`src/rtl/ballot_capture.sv`:
```
// Ballot-unit front end: synchronises and debounces four candidate keys, rejects
// multi-key presses, and emits one registered vote strobe per officer arm.
module ballot_capture #(
  parameter int unsigned DEB_CYCLES = 16
) (
  input  logic       clk,
  input  logic       rst,
  input  logic       ballot_arm,
  input  logic [3:0] key,
  output logic       en,
  output logic [3:0] button,
  output logic       armed,
  output logic       invalid
);

  localparam int unsigned KEY_W  = 4;
  localparam int unsigned CODE_W = 4;
  localparam int unsigned CNT_W  = $clog2(DEB_CYCLES + 1);

  typedef enum logic [2:0] {
    S_IDLE,
    S_ARMED,
    S_DEBOUNCE,
    S_CAST,
    S_RELEASE
  } state_t;

  logic [KEY_W-1:0]  r_sync1;
  logic [KEY_W-1:0]  r_ks;
  state_t            r_state;
  logic [CNT_W-1:0]  r_cnt;
  logic [KEY_W-1:0]  r_cand;
  logic              r_en;
  logic [CODE_W-1:0] r_button;
  logic              r_armed;
  logic              r_invalid;

  state_t            w_state_next;
  logic [CNT_W-1:0]  w_cnt_next;
  logic [KEY_W-1:0]  w_cand_next;
  logic              w_en_next;
  logic [CODE_W-1:0] w_button_next;
  logic              w_armed_next;
  logic              w_invalid_next;
  logic [CODE_W-1:0] w_code;
  logic              w_ks_zero;
  logic              w_ks_multi;
  logic              w_ks_onehot;
  logic [CNT_W-1:0]  w_cnt_max;

  assign w_ks_zero   = (r_ks == '0);
  assign w_ks_multi  = ((r_ks & (r_ks - KEY_W'(1))) != '0);
  assign w_ks_onehot = !w_ks_zero && !w_ks_multi;
  assign w_cnt_max   = CNT_W'(DEB_CYCLES);

  // Counter-side candidate encoding of the captured one-hot key
  always_comb begin
    w_code = '0;
    case (r_cand)
      4'b0001: w_code = CODE_W'(1);
      4'b0010: w_code = CODE_W'(2);
      4'b0100: w_code = CODE_W'(3);
      4'b1000: w_code = CODE_W'(4);
      default: w_code = '0;
    endcase
  end

  // Synchroniser, state, counter and registered outputs
  always_ff @(posedge clk or posedge rst) begin
    if (rst) begin
      r_sync1   <= '0;
      r_ks      <= '0;
      r_state   <= S_IDLE;
      r_cnt     <= '0;
      r_cand    <= '0;
      r_en      <= 1'b0;
      r_button  <= '0;
      r_armed   <= 1'b0;
      r_invalid <= 1'b0;
    end else begin
      r_sync1   <= key;
      r_ks      <= r_sync1;
      r_state   <= w_state_next;
      r_cnt     <= w_cnt_next;
      r_cand    <= w_cand_next;
      r_en      <= w_en_next;
      r_button  <= w_button_next;
      r_armed   <= w_armed_next;
      r_invalid <= w_invalid_next;
    end
  end

  // Next-state logic; outputs are decoded from the next state so they align with it
  always_comb begin
    w_state_next = r_state;
    w_cnt_next   = r_cnt;
    w_cand_next  = r_cand;

    case (r_state)
      S_IDLE: begin
        w_cnt_next = '0;
        if (ballot_arm && w_ks_zero) w_state_next = S_ARMED;
      end
      S_ARMED: begin
        w_cnt_next = '0;
        if (w_ks_onehot) begin
          w_state_next = S_DEBOUNCE;
          w_cand_next  = r_ks;
          w_cnt_next   = CNT_W'(1);
        end
      end
      S_DEBOUNCE: begin
        if (r_ks != r_cand) begin
          w_state_next = S_ARMED;
          w_cnt_next   = '0;
        end else if (r_cnt == w_cnt_max) begin
          w_state_next = S_CAST;
          w_cnt_next   = '0;
        end else if (r_cnt < w_cnt_max) begin
          w_cnt_next = r_cnt + CNT_W'(1);
        end
      end
      S_CAST: begin
        w_state_next = S_RELEASE;
        w_cnt_next   = '0;
      end
      S_RELEASE: begin
        if (!w_ks_zero) begin
          w_cnt_next = '0;
        end else if (r_cnt == w_cnt_max) begin
          w_state_next = S_IDLE;
          w_cnt_next   = '0;
        end else if (r_cnt < w_cnt_max) begin
          w_cnt_next = r_cnt + CNT_W'(1);
        end
      end
      default: begin
        w_state_next = S_IDLE;
        w_cnt_next   = '0;
      end
    endcase

    w_en_next      = (w_state_next == S_CAST);
    w_button_next  = w_en_next ? w_code : '0;
    w_armed_next   = (w_state_next == S_ARMED) || (w_state_next == S_DEBOUNCE);
    w_invalid_next = (w_state_next == S_ARMED) && w_ks_multi;
  end

  assign en      = r_en;
  assign button  = r_button;
  assign armed   = r_armed;
  assign invalid = r_invalid;

endmodule

```
`config.mk`:
```
export PLATFORM = sky130hd
export DESIGN_NAME = ballot_capture
export DESIGN_NICKNAME = d
export VERILOG_FILES = /design/src/rtl/ballot_capture.sv
export SDC_FILE = /design/constraint.sdc
export NUM_CORES = 1
export LEC_CHECK = 0
export CAP_MARGIN = 20
export CORE_MARGIN = 1.5
export CORE_UTILIZATION = 58
export DETAILED_ROUTE_END_ITERATION = 12
export HOLD_SLACK_MARGIN = 0.02
export PLACE_DENSITY = 0.87
export SYNTH_ARGS = -nofsm -noshare
export SYNTH_HDL_FRONTEND = slang
export SYNTH_SLANG_ARGS = --single-unit
```
`constraint.sdc`:
```
create_clock -name clk -period 4.1 [get_ports clk]
set_clock_uncertainty 0.15 [all_clocks]
set_input_delay 0.82 -clock clk [delete_from_list [all_inputs] [get_ports clk]]
set_output_delay 0.82 -clock clk [all_outputs]
set_load 0.05 [all_outputs]
```
==> results.sh, run 1 <==
export IMPL_num_vias=741
export IMPL_timing_slew_headroom_pct=38.5
export IMPL_wire_per_inst_um=13.3
export IMPL_multi_input_area_sq_um=492
export IMPL_yosys_area_share_simple_pct=16.6
export IMPL_die_w_um=48.4
export IMPL_critical_path_required_ns=3.13
export IMPL_ios=14
export IMPL_slew_violations=0
export IMPL_grt_antenna_before_repair=0
export IMPL_synth_xor_area_share_pct=8.07
export IMPL_synth_top_family_by_area="simple AND/OR/NAND/NOR gates"
export IMPL_die_h_um=48.4
export IMPL_swShare_pct=29.2
export IMPL_clk_latency_ns=0.31
export IMPL_netlist_cell_type_count=39
export IMPL_cts_repair_resize_count=0
export IMPL_regArea_sq_um=651
export IMPL_synth_edff_count=0
export IMPL_grt_overflow=0
export IMPL_holdPathEnd="r_ks[0]$_DFF_PP0_"
export IMPL_post_route_drc_count=0
export IMPL_power_switching_mw=0.189
export IMPL_worst_path_max_delay_cell="clkdlybuf4s50_1"
export IMPL_ys_flop_type="dfrtp_1"
export IMPL_fp_dieArea_sq_um=2340
export IMPL_viasPerCell=5.45
export IMPL_root_buffer="clkbuf_4"
export IMPL_syn_avg_cell_area_sq_um=12.2
export IMPL_crit_family="buffers and inverters"
export IMPL_crit_arrival_ns=1.48
export IMPL_rsz0062_at_grt="false"
export IMPL_clockBufferDepth=2
export IMPL_fin_ws_ns=1.65
export IMPL_cts_buffers=3
export IMPL_hold_path_class="flop to flop"
export IMPL_post_cts_setup_buffers=0
export IMPL_cp_buffers_inverters=1
export IMPL_track_usage_pct=16.3
export IMPL_max_freq_mhz=409
export IMPL_power_frac_clock_pct=26.6
export IMPL_ys_seq_area_share_pct=54.5
export IMPL_wirelength_mm=1.80
export IMPL_hold_viol=0
export IMPL_fin_tns_setup_ns=0
export IMPL_whs_path_depth=0
export IMPL_drive_gt1_share_pct=11.0
export IMPL_dr_pass1_iters=4
export IMPL_p_comb_share_pct=21.9
export IMPL_reg2reg_slack_ns=2.14
export IMPL_grt_pass1_vias=702
export IMPL_dp_hpwl_mm=1.30
export IMPL_irDropWorstVdd_v=0.000334
export IMPL_tritoncts="done"
export IMPL_cellPowerDensity_nw_per_um2=473
export IMPL_synth_mux_area_share_pct=4.61
export IMPL_dp_slack_ns=1.81
export IMPL_ant_nets=0
export IMPL_fin_crit_sh_pct=59.7
export IMPL_yosys_warnings=0
export IMPL_cts_clk_slew_worst_paths_ns=0.13
export IMPL_coreArea_sq_um=1940
export IMPL_nets=119
export IMPL_p_leak_nw=0.602
export IMPL_r2r_end="r_cand[1]$_DFFE_PP0P_"
export IMPL_status="finished clean"
export IMPL_fin_crit_ns=2.45
export IMPL_critPathMaxStageDelay_ns=0.80
export IMPL_path_cells="clkdlybuf4s50_1"
export IMPL_synthAdderAreaFrac_pct=2.94
export IMPL_start_kind="flop"
export IMPL_syn_instance_count=98
export IMPL_max_slew_worst_pin_slew_ns=0.922
export IMPL_place_congestion=0.715
export IMPL_io_buffer_count=12
export IMPL_htreeDepth=1
export IMPL_drt_iter0_markers=12
export IMPL_clkSinkCount=26
export IMPL_p_int_mw=0.457
export IMPL_grt_first_pass_wirelength_mm=3.00
export IMPL_ys_seq_elements=26
export IMPL_num_antenna_cells=0
export IMPL_r2r_start="r_ks[0]$_DFF_PP0_"
export IMPL_fillCellCount=140
export IMPL_area_delta_synth_final_pct=14.3
export IMPL_seq_power_share_pct=51.5
export IMPL_rr_worst_depth=4
export IMPL_setup_violations_final=0
export IMPL_synth_fp_nets=107
export IMPL_num_rows=16
export IMPL_async_flop_share_pct=100
export IMPL_synth_area_sq_um=1190
export IMPL_drv_cap=0
export IMPL_crit_path_max_fanout=1
export IMPL_postCtsHoldBufs=0
export IMPL_grt_max_degree=27
export IMPL_crit_path_end_kind="primary output"
export IMPL_critPathKind="flop to primary output"
export IMPL_initial_core_util_pct=61.5
export IMPL_synth_compound_area_share_pct=8.70
export IMPL_min_from="r_sync1[0]$_DFF_PP0_"
area by class of cell:
class,instances,area share [%]
flip-flops and latches,26,47.7
multi-input cells,63,36.1
repair buffers,12,8.81
well taps,27,2.48
clock inverters,1,2.20
clock buffers,3,1.65
inverters,4,1.10
worst max-delay path by stage:
stage	from	end	slack (ns)	cells past startpoint
finish	button[1]$_DFF_PP0_	button[1]	1.65	1
floorplan	r_ks[0]$_DFF_PP0_	r_cand[1]$_DFFE_PP0P_	2.22	5
detailed placement	ballot_arm	button[1]$_DFF_PP0_	1.81	6
global placement	ballot_arm	armed$_DFF_PP0_	1.83	6
CTS	button[1]$_DFF_PP0_	button[1]	1.63	1
global route	button[1]$_DFF_PP0_	button[1]	1.60	1
cells by family (layout without fill, tap and decap cells):
family | after synthesis | in the layout
other | 1 | 1
adders and majority gates | 3 | 3
and+or+nand+nor | 31 | 31
muxes | 5 | 5
buffers and inverters | 9 | 20
DFF | 26 | 26
xor gates and xnor gates | 11 | 11
AOI/OAI and AO/OA | 12 | 12
cell usage in the layout (no fill, tap or decap), types with 2 or more instances in the layout:
cell type and n:
and3_1 3, clkbuf_4 3, clkdlybuf4s50_1 12, dfrtp_1 26
ha_1 2, inv_1 4, mux2_2 3, nor2_1 7
nor2b_1 4, nor3_1 5, o21ai_0 3, xnor2_1 4
xor2_1 7
flip-flops by register name, indices dropped and copies added, names as in the netlist:
register / flops
button: 3
r_ks: 4
r_state: 3
r_sync1: 4
r_cand: 4
en: 1
armed: 1
invalid: 1
r_cnt: 5
routing by layer:
| metal | part of all wire, % | vias up | GRT usage [%] | wire length (um) |
|---|---|---|---|---|
| met1 | 46 | 369 | 18.8 | 820 |
| met4 | 0.55 | 0 | 4.29 | 10 |
| met3 | 2.9 | 2 | 2.78 | 53 |
| met2 | 51 | 14 | 31.0 | 918 |
| li1 | - | 356 | - | - |
| met5 | 0 | - | 0 | 0 |
metrics by stage:
| stage | util (%) | std cells | power [mW] | instance area [sq um] | hold slack, ns |
|---|---|---|---|---|---|
| 2_1_floorplan | - | 98 | 0.447 | 1190 | 0.181 |
| 3_3_place_gp | 67.5 | 132 | 0.472 | 1310 | 0.183 |
| 3_5_place_dp | 67.5 | 132 | 0.478 | 1310 | 0.188 |
| 4_1_cts | 70.2 | 136 | 0.650 | 1360 | 0.220 |
| 5_1_grt | 70.2 | 136 | 0.673 | 1360 | 0.232 |
| 6_report | 70.2 | 136 | 0.646 | 1360 | 0.215 |
power by group through the flow:
stage | Clock, mW | Combinational, mW | Sequential (mW)
after floorplan | 0 | 0.109 | 0.337
after global placement | 0 | 0.138 | 0.334
after detailed placement | 0 | 0.142 | 0.337
after CTS | 0.176 | 0.142 | 0.331
after global routing | 0.183 | 0.153 | 0.337
final | 0.171 | 0.142 | 0.332
synthesized netlist by cell type (2+ instances only):
library cell | instances | area [sq um]
and3_1 | 3 | 18.8
buf_4 | 2 | 15.0
ha_1 | 2 | 25.0
dfrtp_1 | 26 | 651
inv_1 | 4 | 15.0
mux2_2 | 3 | 33.8
xor2_1 | 7 | 61.3
nor2_1 | 7 | 26.3
nor3_1 | 5 | 25.0
buf_2 | 2 | 10.0
xnor2_1 | 4 | 35.0
o21ai_0 | 3 | 15.0
nor2b_1 | 4 | 25.0
No activity file was read; power rests on OpenSTA's default activity.
==> inputs of run 2 (changes only) <==
- CORE_UTILIZATION: 58 -> 48
- PLACE_DENSITY: 0.87 -> 0.78
- clock period: 4.1 -> 2.25 ns (I/O delays scaled with it)
==> results.sh, run 2 (synthesis results as in run 1) <==
export IMPL_status="finished clean"
export IMPL_grt_pass1_vias=723
export IMPL_max_freq_mhz=484
export IMPL_drt_iter0_markers=10
export IMPL_dr_pass1_iters=4
export IMPL_cts_buffers=3
export IMPL_clockBufferDepth=2
export IMPL_wire_per_inst_um=12.7
export IMPL_cts_clk_slew_worst_paths_ns=0.14
export IMPL_num_antenna_cells=0
export IMPL_crit_path_max_fanout=1
export IMPL_nets=120
export IMPL_cts_repair_resize_count=0
export IMPL_root_buffer="clkbuf_4"
export IMPL_num_rows=17
export IMPL_critPathMaxStageDelay_ns=0.79
export IMPL_fillCellCount=176
export IMPL_track_usage_pct=15.9
export IMPL_grt_first_pass_wirelength_mm=3.15
export IMPL_critical_path_required_ns=1.65
export IMPL_fin_hold_ws_ns=0.223
export IMPL_clkSinkCount=26
export IMPL_hold_path_class="flop to flop"
export IMPL_num_vias=714
export IMPL_drv_cap=0
export IMPL_start_kind="flop"
export IMPL_area_delta_synth_final_pct=15.0
export IMPL_top_register="r_cnt"
export IMPL_die_w_um=52.9
export IMPL_post_cts_setup_buffers=0
export IMPL_tritoncts="done"
export IMPL_crit_arrival_ns=1.47
export IMPL_cp_buffers_inverters=1
export IMPL_clk_latency_ns=0.32
export IMPL_slew_violations=0
export IMPL_hold_viol=0
export IMPL_fin_tns_setup_ns=0
export IMPL_io_buffer_count=12
export IMPL_path_cells="clkdlybuf4s50_1"
export IMPL_initial_core_util_pct=52.4
export IMPL_final_common_cell="dfrtp_1"
export IMPL_final_cell_mix="26 x dfrtp_1, 12 x clkdlybuf4s50_1, 7 x nor2_1, 7 x xor2_1, 5 x nor3_1"
export IMPL_crit_path_end_kind="primary output"
export IMPL_fp_dieArea_sq_um=2790
export IMPL_fin_crit_sh_pct=91.8
export IMPL_place_area_sq_um=1320
export IMPL_grt_overflow=0
export IMPL_ant_nets=0
export IMPL_die_h_um=52.9
export IMPL_grt_antenna_before_repair=0
export IMPL_drive_gt1_share_pct=11.8
export IMPL_p_total_mw=1.17
export IMPL_place_congestion=0.810
export IMPL_crit_family="buffers and inverters"
export IMPL_final_cell_area_sq_um=1370
export IMPL_irDropWorstVdd_v=0.000702
export IMPL_fin_crit_ns=2.07
export IMPL_postCtsHoldBufs=0
export IMPL_post_route_drc_count=0
export IMPL_setup_violations_final=0
export IMPL_critPathKind="flop to primary output"
export IMPL_cellPowerDensity_nw_per_um2=855
export IMPL_p_leak_nw=0.607
export IMPL_rsz0062_at_grt="false"
export IMPL_largest_reg_flops=5
export IMPL_post_route_util_pct=60.3
export IMPL_ios=14
export IMPL_wirelength_mm=1.76
export IMPL_viasPerCell=5.17
export IMPL_worst_path_max_delay_cell="clkdlybuf4s50_1"
export IMPL_coreArea_sq_um=2280
export IMPL_grt_max_degree=27
export IMPL_htreeDepth=1
## run 2: worst paths after layout
kind                       cells after the start            startpoint  slack (ns)              endpoint
max                                            1   button[2]$_DFF_PP0_        0.18             button[2]
max reg2reg                                    5     r_ks[1]$_DFF_PP0_        0.28    r_cnt[0]$_DFF_PP0_
max in group asynchronous                      3                   rst        1.40  r_state[0]$_DFF_PP0_
min in group asynchronous                      3                   rst        0.30     r_ks[3]$_DFF_PP0_
min reg2reg                                    0  r_sync1[1]$_DFF_PP0_        0.22     r_ks[1]$_DFF_PP0_
min                                            0  r_sync1[1]$_DFF_PP0_        0.22     r_ks[1]$_DFF_PP0_
## run 2: cell type report
type / count / area [sq um] / share of cell area, %
Clock buffer: 3 / 22.5 / 1.64
Clock inverter: 1 / 30.0 / 2.19
Inverter: 4 / 15.0 / 1.09
Multi-Input combinational cell: 63 / 492 / 35.8
Sequential cell: 26 / 651 / 47.4
Tap cell: 28 / 35.0 / 2.55
Timing Repair Buffer: 13 / 128 / 9.30
## run 2: report_power, final
| group | internal [mW] | switching, mW | total, mW |
|---|---|---|---|
| logic | 0.130 | 0.127 | 0.257 |
| registers | 0.524 | 0.0825 | 0.606 |
| clock network | 0.180 | 0.129 | 0.310 |
## run 2: per-layer routing
layer | wire, um | global-route usage [%]
met2 | 843 | 26.9
met4 | 15 | 7.69
met1 | 827 | 19.3
met3 | 71 | 3.39
met5 | 0 | 0
## run 2: through the flow
step | cells | setup WS [ns]
after global routing | 138 | 0.121
after floorplan | 98 | 0.366
after CTS | 138 | 0.167
final | 138 | 0.184
after detailed placement | 134 | 0.297
after global placement | 134 | 0.343
==> inputs of run 3 (changes only) <==
--- a/config.mk
+++ b/config.mk
@@ -11,5 +11,5 @@
 export DETAILED_ROUTE_END_ITERATION = 12
 export HOLD_SLACK_MARGIN = 0.02
-export PLACE_DENSITY = 0.78
+export PLACE_DENSITY = 0.73
 export SYNTH_ARGS = -nofsm -noshare
 export SYNTH_HDL_FRONTEND = slang
==> constraint.sdc (replaced) <==
create_clock -name clk -period 2.25 [get_ports clk]
set_clock_uncertainty 0.15 [all_clocks]
set_input_delay 0.675 -clock clk [delete_from_list [all_inputs] [get_ports clk]]
set_output_delay 0.675 -clock clk [all_outputs]
set_load 0.05 [all_outputs]
==> results.sh, run 3 (synthesis results as in run 1) <==
export IMPL_status="finished clean"
export IMPL_crit_arrival_ns=2.01
export IMPL_initial_core_util_pct=52.4
export IMPL_start_kind="flop"
export IMPL_p_leak_nw=0.612
export IMPL_cts_buffers=3
export IMPL_critical_path_required_ns=2.31
export IMPL_wirelength_mm=1.67
export IMPL_root_buffer="clkbuf_4"
export IMPL_viasPerCell=5.17
export IMPL_grt_antenna_before_repair=0
export IMPL_final_cell_area_sq_um=1340
export IMPL_met1_length_um=807
export IMPL_largest_reg_flops=5
export IMPL_grt_max_degree=27
export IMPL_grt_overflow=0
export IMPL_cellPowerDensity_nw_per_um2=803
export IMPL_num_antenna_cells=0
export IMPL_track_usage_pct=15.1
export IMPL_fin_ws_ns=0.299
export IMPL_tritoncts="done"
export IMPL_place_area_sq_um=1310
export IMPL_crit_path_max_fanout=9
export IMPL_coreArea_sq_um=2280
export IMPL_clockBufferDepth=2
export IMPL_fin_crit_ns=1.95
export IMPL_grt_pass1_vias=712
export IMPL_slew_violations=0
export IMPL_fp_dieArea_sq_um=2790
export IMPL_critPathKind="flop to flop"
export IMPL_post_cts_setup_buffers=0
export IMPL_io_buffer_count=12
export IMPL_wl_met2_um=785
export IMPL_final_cell_mix="26 x dfrtp_1, 7 x nor2_1, 7 x xor2_1, 7 x buf_4, 6 x clkdlybuf4s50_1"
export IMPL_post_route_drc_count=0
export IMPL_rsz0062_at_grt="false"
export IMPL_htreeDepth=1
export IMPL_final_common_cell="dfrtp_1"
export IMPL_irDropWorstVdd_v=0.000661
export IMPL_die_w_um=52.9
export IMPL_place_congestion=0.742
export IMPL_fin_tns_setup_ns=0
export IMPL_top_register="r_cnt"
export IMPL_hold_viol=0
export IMPL_cts_repair_resize_count=0
export IMPL_hold_path_class="flop to flop"
export IMPL_crit_path_end_kind="flop"
export IMPL_top_layer="met4"
export IMPL_drv_cap=0
export IMPL_grt_first_pass_wirelength_mm=3.06
export IMPL_wire_per_inst_um=12.1
export IMPL_ios=14
export IMPL_max_freq_mhz=513
export IMPL_dp_hpwl_mm=1.24
export IMPL_die_h_um=52.9
export IMPL_clkSinkCount=26
export IMPL_fin_hold_ws_ns=0.213
export IMPL_drt_iter0_markers=11
export IMPL_nets=120
export IMPL_dp_slack_ns=0.0713
export IMPL_num_rows=17
export IMPL_dr_pass1_iters=3
export IMPL_met3_length_um=60
export IMPL_postCtsHoldBufs=0
export IMPL_num_vias=713
export IMPL_clk_latency_ns=0.31
export IMPL_p_total_mw=1.08
export IMPL_ant_nets=0
export IMPL_setup_violations_final=0
export IMPL_drive_gt1_share_pct=17.3
export IMPL_area_delta_synth_final_pct=12.4
export IMPL_cts_clk_slew_worst_paths_ns=0.13
export IMPL_fin_crit_sh_pct=86.7
-- run 3: cell types whose count changed in the layout (fill, tap and decap cells not counted), sizes merged --
| cell | previous run | this run |
|---|---|---|
| buf | 1 | 7 |
| clkdlybuf4s50 | 12 | 6 |
| bufinv | 1 | 0 |
| clkbuf | 3 | 4 |
-- run 3: final cells by class --
class                      count  area [sq um]
inverter                       4          15.0
timing repair buffer          13           113
sequential                    26           651
fill                         202           935
tap                           28          35.0
clock buffer                   4          36.3
multi-input combinational     63           492
-- run 3: power by group --
group          internal, mW  leakage [nW]  switching (mW)  total, mW
Clock                0.0988        0.0210           0.121      0.220
Combinational         0.127         0.255           0.125      0.252
Sequential            0.524         0.336          0.0814      0.605
-- run 3: stage by stage --
stage / std cells / utilization, %
floorplan: 98 / -
CTS: 138 / 58.9
finish: 138 / 58.9
detailed placement: 134 / 57.3
global placement: 134 / 57.3
global route: 138 / 58.9
-- run 3: final timing paths --
check	from	end	slack (ns)	cells past startpoint
max in group asynchronous	rst	button[1]$_DFF_PP0_	1.17	3
max reg2reg	r_ks[0]$_DFF_PP0_	r_cand[2]$_DFFE_PP0P_	0.30	4
max	r_ks[0]$_DFF_PP0_	r_cand[2]$_DFFE_PP0P_	0.30	4
min	r_sync1[2]$_DFF_PP0_	r_ks[2]$_DFF_PP0_	0.21	0
min reg2reg	r_sync1[2]$_DFF_PP0_	r_ks[2]$_DFF_PP0_	0.21	0
min in group asynchronous	rst	r_sync1[2]$_DFF_PP0_	0.54	3
-- run 3: layer usage --
metal | track usage [%] | vias to the layer above
met4 | 3.85 | 0
met3 | 5.08 | 2
met5 | 0 | -
li1 | - | 358
met1 | 19.9 | 341
met2 | 24.0 | 12
-- run 3: critical path, stage by stage, from the launching register on --
cell and delay, ns:
dfrtp_1 0.49, or4b_1 0.54, o21ai_1 0.11, o211a_4 0.23
mux2_2 0.34
==> patch: new RTL, config.mk and constraints of run 2 <==
Take the reset off `r_ks` and load it in a clocked block of its own.
--- a/src/rtl/ballot_capture.sv
+++ b/src/rtl/ballot_capture.sv
@@ -69,7 +69,6 @@
   always_ff @(posedge clk or posedge rst) begin
     if (rst) begin
       r_sync1   <= '0;
-      r_ks      <= '0;
       r_state   <= S_IDLE;
       r_cnt     <= '0;
       r_cand    <= '0;
@@ -79,7 +78,6 @@
       r_invalid <= 1'b0;
     end else begin
       r_sync1   <= key;
-      r_ks      <= r_sync1;
       r_state   <= w_state_next;
       r_cnt     <= w_cnt_next;
       r_cand    <= w_cand_next;
@@ -88,6 +86,10 @@
       r_armed   <= w_armed_next;
       r_invalid <= w_invalid_next;
     end
+  end
+
+  always_ff @(posedge clk) begin
+    r_ks <= r_sync1;
   end
 
   // Next-state logic; outputs are decoded from the next state so they align with it
Function: no difference found for any inputs over 10 cycles, from zero or initial values and one cycle with rst high; that may be too few to reach the edited logic, so the function may still have changed.
==> patch against run 2 <==
Worst setup slack got worse by 2.5 ps; total power is 0.44% lower; largest power group unchanged; routed wire length grew 2.6%; design area down 1.5%; count of clock-buffer cells in the layout stayed put; synthesized cell count grew 1.0%; via count rose by 3.6%; sequential cell count did not move; register-to-register slack improved by 150 ps; highest routed layer unchanged; synthesized area shrank 1.9%.
==> patch: results (changes against run 2) <==
metric	value	unit	change
all-layer global routing usage	0.164		+0.00413
share of layout cells above drive strength 1	0.135		+0.0170
placed instance area	0.00130	mm^2	-1.5%
worst hold start	r_sync1[3]$_DFF_PP0_		
most frequent cells after synthesis	dfrtp_1, nor2_1, xor2_1		
drt first pass iters	6		+2
worst reg2reg path startpoint	r_ks[1]$_DFF_P_		
Min Hold Slack	207	ps	-15.6 ps
Final Net Count	121		+0.83%
worst hold endpoint	r_ks[3]$_DFF_P_		
Max rail drop VDD	0.572	mV	-19%
largest net degree at the start of global routing	23		-15%
Avg Synthesized Cell Area	11.8	um^2	-2.9%
ranking of synthesized cells by area	dfrtp_1, dfxtp_1, xor2_1		
FILL cells	192		+9.1%
placed insts	135		+0.75%
asr flop ratio synth	0.846		-0.154
status	completed		
routability cong.	0.803		-0.91%
vias in the first global route	729		+0.83%
Seq/Total Area, Yosys	0.538		-0.00661
Leak	0.604	nW	-0.59%
vias	740		+3.6%
Distinct cells, synth	38		-2.6%
pre-CTS WS	454	ps	+157 ps
net count after synthesis	108		+0.93%
==> patch: metal layers <==
layer | track usage | share of wire
met5 | 0 | 0
met4 | 0.0641 | 0.0078
met3 | 0.0514 | 0.039
met2 | 0.275 | 0.51
met1 | 0.193 | 0.44
==> patch: worst max path at each step <==
stage / to / from / depth (start not counted) / slack [ps]
after CTS: invalid / invalid$_DFF_PP0_ / 1 / 160
after floorplan: armed$_DFF_PP0_ / r_ks[0]$_DFF_P_ / 6 / 580
after global routing: armed / armed$_DFF_PP0_ / 1 / 110
final: invalid / invalid$_DFF_PP0_ / 1 / 180
after global placement: armed$_DFF_PP0_ / ballot_arm / 4 / 480
after detailed placement: invalid$_DFF_PP0_ / ballot_arm / 4 / 450
==> patch: cell families after synthesis <==
family / after synthesis / share of synthesized area
multiplexers: 5 / 0.0470
buffers and inverters: 9 / 0.0417
adder cells (fa/ha/maj): 3 / 0.0299
flip-flops: 26 / 0.538
AO/OA/AOI/OAI: 12 / 0.0844
AND/OR/NAND/NOR: 32 / 0.173
other: 1 / 0.00320
XOR/XNOR: 11 / 0.0823
==> patch: final cells by class <==
type                            count  area, um^2  share of cell area
Clock inverter                      1        30.0              0.0222
Clock buffer                        3        22.5              0.0167
Multi-Input combinational cell     64         492               0.364
Sequential cell                    26         631               0.466
Tap cell                           28        35.0              0.0259
Timing Repair Buffer               13         128              0.0944
Inverter                            4        15.0              0.0111
==> patch: power breakdown <==
| group | total [mW] | internal [mW] | switching [mW] |
|---|---|---|---|
| logic | 0.257 | 0.131 | 0.126 |
| registers | 0.603 | 0.522 | 0.0803 |
| clock network | 0.308 | 0.180 | 0.128 |
